$ cat src/rtl/instr_sequencer.sv
// instr_sequencer: buffers host instruction/operand pairs and replays them over valid/ready.
// Optional replay looping is enabled by defining SEQ_LOOP_EN.
module instr_sequencer #(
  parameter int DEPTH = 8,
  parameter int PTR_W = 3
) (
  input  logic             clk,
  input  logic             rst_n,
  input  logic             ena,
  input  logic             host_wr,
  input  logic [7:0]       host_instr,
  input  logic [7:0]       host_opnd,
  input  logic             host_start,
  input  logic             host_abort,
  input  logic             host_clear,
  input  logic             host_loop,
  output logic [7:0]       cu_instr,
  output logic [7:0]       cu_opnd,
  output logic             cu_valid,
  input  logic             cu_ready,
  output logic             busy,
  output logic             done,
  output logic [PTR_W:0]   count,
  output logic             err
);
  typedef enum logic [1:0] {IDLE, RUN, DONE} state_t;
  state_t           state_q;
  logic [7:0]       instr_mem [DEPTH];
  logic [7:0]       opnd_mem  [DEPTH];
  logic [PTR_W-1:0] rp_q;
  logic [PTR_W:0]   count_q;
  logic [7:0]       instr_q, opnd_q;
  logic             valid_q, busy_q, done_q, err_q;
  logic             loop, full, last, wr_ok;
  logic [PTR_W-1:0] rp_d;
`ifdef SEQ_LOOP_EN
  assign loop = host_loop;
`else
  logic unused_loop;
  assign unused_loop = host_loop;
  assign loop = 1'b0;
`endif
  assign full  = count_q == (PTR_W+1)'(DEPTH);
  assign last  = {1'b0, rp_q} == count_q - (PTR_W+1)'(1);
  assign rp_d  = (last && loop) ? '0 : rp_q + PTR_W'(1);
  assign wr_ok = ena && state_q == IDLE && host_wr && !host_clear && !host_start && !full;
  always_ff @(posedge clk)
    if (wr_ok) begin
      instr_mem[count_q[PTR_W-1:0]] <= host_instr;
      opnd_mem[count_q[PTR_W-1:0]]  <= host_opnd;
    end
  always_ff @(posedge clk or negedge rst_n)
    if (!rst_n) begin
      state_q <= IDLE;
      rp_q    <= '0;
      count_q <= '0;
      instr_q <= '0;
      opnd_q  <= '0;
      valid_q <= 1'b0;
      busy_q  <= 1'b0;
      done_q  <= 1'b0;
      err_q   <= 1'b0;
    end else if (ena) begin
      case (state_q)
        IDLE: begin
          if (host_clear) begin
            count_q <= '0;
            err_q   <= 1'b0;
          end else if (wr_ok) count_q <= count_q + (PTR_W+1)'(1);
          else if (host_wr) err_q <= 1'b1;
          // a same-cycle clear leaves nothing to replay
          if (host_start) begin
            rp_q <= '0;
            if (count_q == '0 || host_clear) begin
              state_q <= DONE;
              done_q  <= 1'b1;
            end else begin
              state_q <= RUN;
              valid_q <= 1'b1;
              busy_q  <= 1'b1;
              instr_q <= instr_mem[0];
              opnd_q  <= opnd_mem[0];
            end
          end
        end
        RUN: begin
          if (host_wr) err_q <= 1'b1;
          if (host_abort) begin
            state_q <= IDLE;
            valid_q <= 1'b0;
            busy_q  <= 1'b0;
          end else if (cu_ready) begin
            if (last && !loop) begin
              state_q <= DONE;
              valid_q <= 1'b0;
              busy_q  <= 1'b0;
              done_q  <= 1'b1;
            end else begin
              rp_q    <= rp_d;
              instr_q <= instr_mem[rp_d];
              opnd_q  <= opnd_mem[rp_d];
            end
          end
        end
        default: begin
          if (host_wr) err_q <= 1'b1;
          state_q <= IDLE;
          done_q  <= 1'b0;
        end
      endcase
    end
  assign cu_instr = instr_q;
  assign cu_opnd  = opnd_q;
  assign cu_valid = valid_q;
  assign busy     = busy_q;
  assign done     = done_q;
  assign count    = count_q;
  assign err      = err_q;
endmodule

$ cat config.mk
export PLATFORM = sky130hd
export DESIGN_NAME = instr_sequencer
export DESIGN_NICKNAME = d
export VERILOG_FILES = /design/src/rtl/instr_sequencer.sv
export SDC_FILE = /design/constraint.sdc
export NUM_CORES = 1
export LEC_CHECK = 0
export ABC_AREA = 1
export CAP_MARGIN = 20
export CORE_ASPECT_RATIO = 0.6
export CORE_MARGIN = 1.5
export CORE_UTILIZATION = 58
export DETAILED_ROUTE_END_ITERATION = 6
export GPL_TIMING_DRIVEN = 0
export PLACE_DENSITY_LB_ADDON = 0.05
export SLEW_MARGIN = 20
export SYNTH_ARGS = -nofsm -noshare
export SYNTH_HDL_FRONTEND = slang
export SYNTH_SLANG_ARGS = --single-unit
$ cat constraint.sdc
create_clock -name clk -period 4 [get_ports clk]
set_clock_uncertainty 0.05 [all_clocks]
set_input_delay 0.8 -clock clk [delete_from_list [all_inputs] [get_ports clk]]
set_output_delay 0.8 -clock clk [all_outputs]
set_load 0.05 [all_outputs]
# [Word level (Yosys, flattened, before mapping)]
# Memory sizes are Yosys's and may differ from the RTL's.
# Cells that the tools add are included.
[totals] reg_bits=28 mem_bits_rw=128 in_bits=25 word_cells=89 n_memories=2
[classes] add_sub_neg=3 eq_ne=13 muxes=43 reduce_logical=20
[mem_list] memory="instr_mem" words=8 width=8 rd=2 rd_clocked_by_memory_dff=0 wr=1 line="28" text="logic [7:0] instr_mem [DEPTH];"
[mem_list] memory="opnd_mem" words=8 width=8 rd=2 rd_clocked_by_memory_dff=0 wr=1 line="29" text="logic [7:0] opnd_mem [DEPTH];"
[ops] operator="$mux 8" count=10
[ops] operator="$pmux 8 s2" count=2
[ops] operator="$reduce_and 6->1" count=3
[ops] operator="$mux 1" count=16
[ops] operator="$mux 3" count=4
[ops] operator="$ne 2x2->1 const B" count=6
[ops] operator="$mux 2" count=5
[ops] operator="$ne 3x3->1 const B" count=3
[ops] operator="$mux 4" count=2
[ops] operator="$reduce_and 7->1" count=1
[ops] operator="$pmux 3 s2" count=1
[ops] operator="$logic_and 1x1->1" count=5
[ops] operator="$add 4x1->4 const B" count=1
[ops] operator="$eq 3x4->1" count=1
[ops] operator="$eq 4x4->1 const B" count=1
[ops] operator="$logic_not 4->1" count=1
[ops] operator="$pmux 1 s2" count=2
[ops] operator="$pmux 2 s2" count=1
[ops] operator="$reduce_and 4->1" count=1
[ops] operator="$reduce_bool 2->1" count=2
[ops] operator="$sub 4x1->4 const B" count=1
[ops] operator="$add 3x1->3 const B" count=1
[ops] operator="$logic_not 1->1" count=3
[ops] operator="$reduce_and 3->1" count=1
[ops] operator="other kinds (5)" count=5

# [Longest topological paths before layout]
[depth] depth_word=9 ltp_mapped=12 mapped_depth_nobuf=12

# [Worst setup path before layout]
# Ideal clock, no wire load.
[synth_path] kind="reg2reg" from="register count_q[0] (netlist: count[0])" to="memory instr_mem[6][0] (enable)" t_arrival_ns=2.785 path_slack_ns=0.756 stages_incl_launch_ff=10 n_path_buf=0 period_less_slack_ns=3.244 path_cell_list="dfrtp_1 > inv_1 > ha_1 > nand2_1 > nor2_1 > nor2_1 > nand2_1 > inv_1 > nand2_1 > nor3_1"
[synth_via] elab_chain_cells=5
[synth_rtl] element="from (decl)" line="31" text="logic [PTR_W:0] count_q;"
[synth_rtl] element="from (signal assigned)" line="69" text="end else if (wr_ok) count_q <= count_q + (PTR_W+1)'(1);"
[synth_rtl] element="$eq 4x4->1" line="43" text="assign full = count_q == (PTR_W+1)'(DEPTH);"
[synth_rtl] element="$logic_not 1->1" line="46" text="assign wr_ok = ena && state_q == IDLE && host_wr && !host_clear && !host_start && !full;"
[synth_rtl] element="$logic_and 1x1->1" line="46"
[synth_rtl] element="$mux 1" line="48" text="if (wr_ok) begin"
[synth_rtl] element="$mux 1 (not written as such)" line="49" text="instr_mem[count_q[PTR_W-1:0]] <= host_instr;"
[synth_rtl] element="to (decl)" line="28"
# Several ways; a longest one is shown, not always the timed one.

# [Final worst setup path]
[layout_path] from="register count_q[0] (netlist: count[0])" to="memory opnd_mem[5][3] (enable)"
[layout_via] elab_chain_cells=5
[layout_rtl] element="$eq 4x4->1" line="43"
[layout_rtl] element="$logic_not 1->1" line="46"
[layout_rtl] element="$logic_and 1x1->1" line="46"
[layout_rtl] element="$mux 1" line="48"
[layout_rtl] element="$mux 1 (not written as such)" line="50" text="opnd_mem[count_q[PTR_W-1:0]] <= host_opnd;"
[layout_rtl] element="to (decl)" line="29"
# Several ways; a longest one is shown, not always the timed one.

==> flow_summary.json <==
{
  "cp.required_ns": 4.08,
  "grt_use_met3": 0.08356,
  "root_buffer": "clkbuf_16",
  "cp-start-kind": "register",
  "yosysTopAreaCellShare": 0.5601,
  "hold_viol": 0,
  "clock-sinks": 156,
  "cts_max_level": 4,
  "wl_per_cell_um": 18.54,
  "synth_top_cell_by_area": "edfxtp_1",
  "cts.path.max_buffers": 2,
  "syn_to_final_growth_pct": 21.08,
  "fillCellCount": 814,
  "synth_common_cells": "276 x nand2_1, 128 x edfxtp_1, 64 x inv_1, 59 x nor2_1, 46 x nand3_1",
  "tns_ns": 0,
  "synth-edff-count": 128,
  "synth-main-ff-cell": "edfxtp_1",
  "grt_pass1_vias": 5030,
  "arrival_ns": 2.77,
  "io_buffers": 47,
  "yosysMostFrequentCell": "nand2_1",
  "num_vias": 5232,
  "drtAntennaViolNets": 0,
  "ff2ff_setup_slack_ns": 1.32,
  "vias_per_cell": 5.507,
  "syn_inst": 702,
  "synth_top_cells_by_area": "edfxtp_1 56%, nand2_1 15%, dfrtp_1 10%, inv_1 3.5%, nand3_1 3.4%",
  "endpoint_kind": "register",
  "start_util": 0.6014,
  "clk_latency_ns": 0.43,
  "place_congestion": 0.8433,
  "ys_async_sr_fraction": 0.1795,
  "cts_tree": "built",
  "period_needed_ns": 2.684,
  "ir_worst_vdd_mv": 0.3912,
  "grt_pass1_wl_um": 27190,
  "leakage_nw": 3.475,
  "drtPass1Iterations": 5,
  "status": "finished clean",
  "ys_seq_area_frac": 0.6622,
  "die_w_um": 143.4,
  "cts-resized-gates": 0,
  "antenna_found_initial": 0,
  "holdBufCountCts": 0,
  "dieArea_um2": 12520,
  "io_pins": 49,
  "postCtsSetupBuffers": 0,
  "critical_path.max_fanout": 10,
  "coreArea_um2": 11410,
  "whs_ns": 0.3453,
  "antennaDiodeCount": 0,
  "drcViolationCount": 0,
  "hpwl_um": 11890,
  "hp-class": "in -> async",
  "grt_max_degree": 29,
  "cts_buffers": 17,
  "nNetsFinal": 805,
  "synth-seq-cells": 156,
  "drt_iter0_drc": 684,
  "synth.distinct_cells": 29,
  "setup_viol_count_final": 0,
  "fp.dieH_um": 87.26,
  "clk_transition_reported_paths_ns": 0.06,
  "cap_violations": 0,
  "finalCritPeriodShare": 0.6710,
  "routed_wl_um": 17610,
  "fmax_ghz": 0.3726,
  "grt_usage": 0.3059,
  "relSlewSlack": 0.4906,
  "gr-usage-met2": 0.4655,
  "grt_busiest_layer": "met2",
  "crit_type": "reg -> reg",
  "syn-num-nets": 730,
  "power_density_nw_per_um2": 715.5,
  "post_synth.cell_area_avg_um2": 9.776,
  "overflow": 0,
  "slew_viol_final": 0,
  "netlist_area_um2": 6863,
  "worst_slew_pin_slew_ns": 0.7641,
  "grt_use_met1": 0.4243,
  "drive_gt1_frac": 0.08481,
  "ys_warn_count": 0,
  "core.rowCount": 30,
  "rsz0062_at_grt": "no"
}
-- stage by stage --
| step | instances | power (mW) | setup WS, ns | util | cell area [um^2] |
|---|---|---|---|---|---|
| 2_1_floorplan | 702 | 3.416 | 0.7558 | - | 6863 |
| 3_3_place_gp | 909 | 4.079 | -0.3871 | 0.6602 | 7533 |
| 3_5_place_dp | 918 | 4.147 | 1.035 | 0.6716 | 7664 |
| 4_1_cts | 950 | 5.919 | 1.383 | 0.7282 | 8309 |
| 5_1_grt | 950 | 6.233 | 1.215 | 0.7282 | 8309 |
| 6_report | 950 | 5.945 | 1.316 | 0.7282 | 8309 |
-- cell usage in the layout (no fill, tap or decap), types with 2 or more instances in the layout --
cell | Yosys | final
buf_4 | 1 | 3
bufinv_16 | 0 | 5
nand4_1 | 16 | 16
o211ai_1 | 3 | 3
clkinvlp_4 | 0 | 3
inv_2 | 2 | 2
nor2_2 | 3 | 10
ha_1 | 3 | 3
inv_6 | 0 | 2
clkinv_1 | 0 | 2
nand3_1 | 46 | 46
buf_8 | 0 | 5
edfxtp_1 | 128 | 128
buf_1 | 3 | 3
nor2_1 | 59 | 52
clkdlybuf4s50_1 | 0 | 46
clkbuf_1 | 19 | 19
buf_6 | 1 | 3
o21ai_0 | 31 | 31
or2_2 | 2 | 2
inv_1 | 64 | 64
buf_2 | 5 | 6
clkinv_4 | 0 | 2
clkbuf_16 | 0 | 17
dfrtp_1 | 28 | 28
nand2_1 | 276 | 276
-- worst paths after layout --
check | start | end | cells after the start
max in group asynchronous | rst_n | count[0] | 1
hold / removal | rst_n | cu_opnd[5] | 1
min in group clk | done | done | 2
setup reg to reg | count[0] | opnd_mem[5][3] | 10
setup / recovery | count[0] | opnd_mem[5][3] | 10
hold reg to reg | done | done | 2
-- flip-flops by register name, indices dropped and copies added, names as in the netlist, 2 cells and up --
register and cells:
instr_mem 64, rp_q 3, count 4, opnd_mem 64, cu_opnd 8, state_q 2, cu_instr 8
-- report_power, final --
part / internal (mW) / total, mW / switching, mW / leakage (nW)
Combinational: 0.624 / 2.20 / 1.57 / 1.66
Sequential: 1.88 / 1.98 / 0.0949 / 1.51
Clock: 1.11 / 1.77 / 0.662 / 0.305
-- cell type report --
type                       instances  area [um^2]  area share
sequential                       156         4544      0.5469
multi-input combinational        451         1967      0.2367
timing repair buffer              56        578.1     0.06957
clock buffer                      17        425.4     0.05120
inverter                          66        247.7     0.02981
clock inverter                    15        220.2     0.02650
tap                              160        200.2     0.02409
buffer                            29        126.4     0.01521
-- worst max-delay path, cell delays in order, from the launching register on --
cell and delay, ns:
dfrtp_1 0.47, inv_1 0.17, ha_1 0.27, nand2_1 0.13, nor2_1 0.05, nor2_1 0.08, nand2_1 0.12, inv_1 0.15
nand2_1 0.14, nor2_2 0.51, buf_8 0.23
-- per-layer routing --
layer / up-vias / wire length (um) / part of all wire
met1: 2448 / 7335 / 0.42
met3: 37 / 2029 / 0.12
li1: 2448 / - / -
met5: - / 0 / 0
met2: 299 / 7848 / 0.45
met4: 0 / 398 / 0.023
-- cell families after synthesis --
kind of cell / count (synthesis) / synth area share
flip-flops: 156 / 0.6622
XOR/XNOR: 2 / 0.002553
AND/OR/NAND/NOR: 410 / 0.2478
buffers and inverters: 95 / 0.05451
adder cells (fa/ha/maj): 3 / 0.005470
AO/OA/AOI/OAI: 36 / 0.02753
(Power assumes the default switching activity.)
==> RTL edit, RTL diff (same flow settings) <==
Reset style: synchronous (`rst_n`), changed in one clocked block.
--- a/src/rtl/instr_sequencer.sv
+++ b/src/rtl/instr_sequencer.sv
@@ -50,5 +50,5 @@
       opnd_mem[count_q[PTR_W-1:0]]  <= host_opnd;
     end
-  always_ff @(posedge clk or negedge rst_n)
+  always_ff @(posedge clk)
     if (!rst_n) begin
       state_q <= IDLE;
Behaviour: differs if rst_n is asserted again (counterexample within 4 cycles, from zero or initial values and one cycle with rst_n low); with rst_n held inactive, the same outputs for 4 cycles.
==> RTL edit against the unedited design <==
- the run now ends with DRC left
- design area decreased by 6.7%
- synthesized area down 6.0%
- sequential cell count did not move
- routed wire length fell by 5.0%
- setup slack gained 0.018 ns
- maximum frequency up 0.69%
- count of clock-buffer cells in the layout rose by 8
- synthesized cell count is 17% lower
Power is not compared: it rests on default switching activity, and its combinational part moved more than twofold at a synthesized area within 25%.
==> RTL edit: results (changes against the unedited design) <==
Worst EP arrival = 2.74 ns (-0.03 ns)
Grt met3 use = 0.0913 (+0.00771)
Largest net degree at the start of global routing = 17 (-41%)
Placed inst area = 7230 um^2 (-5.7%)
WL met2 = 7600 um (-3.2%)
Synth Warn # = 0 (unchanged)
Number of post-CTS setup repair buffers = 0 (unchanged)
Placed cells = 781 (-15%)
First-pass GRT wire length = 25600 um (-6.0%)
Via density = 5.88 (+6.8%)
Setup crit start = count[0]
Gpl congestion = 0.803 (-4.8%)
Met3 WL = 1780 um (-12%)
# DRC = 2 (+2)
Layout cell share with drive strength beyond 1 = 0.132 (+0.0472)
Top Metal Used = met4
Achievable Freq = 0.375 GHz (+0.69%)
Seq/Total Area, Yosys = 0.683 (+0.0205)
Relative slew margins = 0.514 (+0.0236)
Vias = 4781 (-8.6%)
Failing checks = DRC
Met1 usage = 0.418 (-0.00635)
Worst hold path type = reg2reg
Vias in the first global route = 4630 (-8.0%)
First-pass detailed-route iteration total = 7 (+2)
Syn_area_per_cell = 11.0 um^2 (+13%)
Final-stage net count = 689 (-14%)
Dpl ws = 1.03 ns (-0.00530 ns)
Status = complete, but fails checks
DR iter-0 viols = 530 (-23%)
List of most frequent post-synthesis cells = 128 x edfxtp_1, 104 x nand2_1, 90 x nor2_1
Synth Area in XOR/XNOR = 0.00136 (-0.00119)
Fillers = 748 (-8.1%)
Grt met2 use = 0.458 (-0.00774)
EDFF count, synth = 128 (unchanged)
WHS = 0.415 ns (+0.0697 ns)
Routed WL = 16700 um (-5.0%)
Post-synthesis compound-gate area fraction = 0.116 (+0.0881)
Maximum fanout along the worst path = 6 (-4)
Worst hold start = cu_instr[6]
CP max stage delay = 0.51 ns (about the same)
Post-synthesis adder-cell area fraction = 0.00582 (+0.000349)
GRT Overall Usage = 0.299 (-0.00676)
Routed length on met1 = 7090 um (-3.3%)
Worst Setup EP = opnd_mem[5][1]
Worst reg2reg path depth = 10 (unchanged)
Detailed placement HPWL = 11300 um (-5.0%)
Yosys cell types = 33 (+14%)
R2R Setup Slk = 1.33 ns (+0.02 ns)
Mapped Nets = 613 (-16%)
Share of synthesized registers carrying an async set or reset = 0 (-0.179)
CP max stage cell = nor3_2
# diodes = 0 (unchanged)
Synth area leaders = edfxtp_1 60%, dfxtp_1 8.7%, nand2_1 6.1%
Hold path depth = 2
RTL edit: worst max-delay path: cells and delay by family (launching register included):
kind                     cells  cell delay, ns
flip-flops                   1            0.49
buffers and inverters        3            0.57
adder cells (fa/ha/maj)      1            0.28
AND/OR/NAND/NOR              6            0.97
RTL edit: cell type report:
cell class	instances	area [um^2]	share of cell area
buffer	29	146	0.0189
clock inverter	7	42.5	0.00549
tap	139	174	0.0224
multi-input combinational	378	1840	0.237
inverter	22	85.1	0.0110
sequential	156	4400	0.568
clock buffer	25	485	0.0626
timing repair buffer	57	576	0.0742
RTL edit: power groups by stage:
stage	logic, mW	clock network, mW	registers (mW)
6_report	0.402	1.45	1.79
5_1_grt	0.432	1.53	1.79
4_1_cts	0.395	1.45	1.78
3_5_place_dp	0.391	0	1.82
3_3_place_gp	0.378	0	1.82
2_1_floorplan	0.208	0	1.85
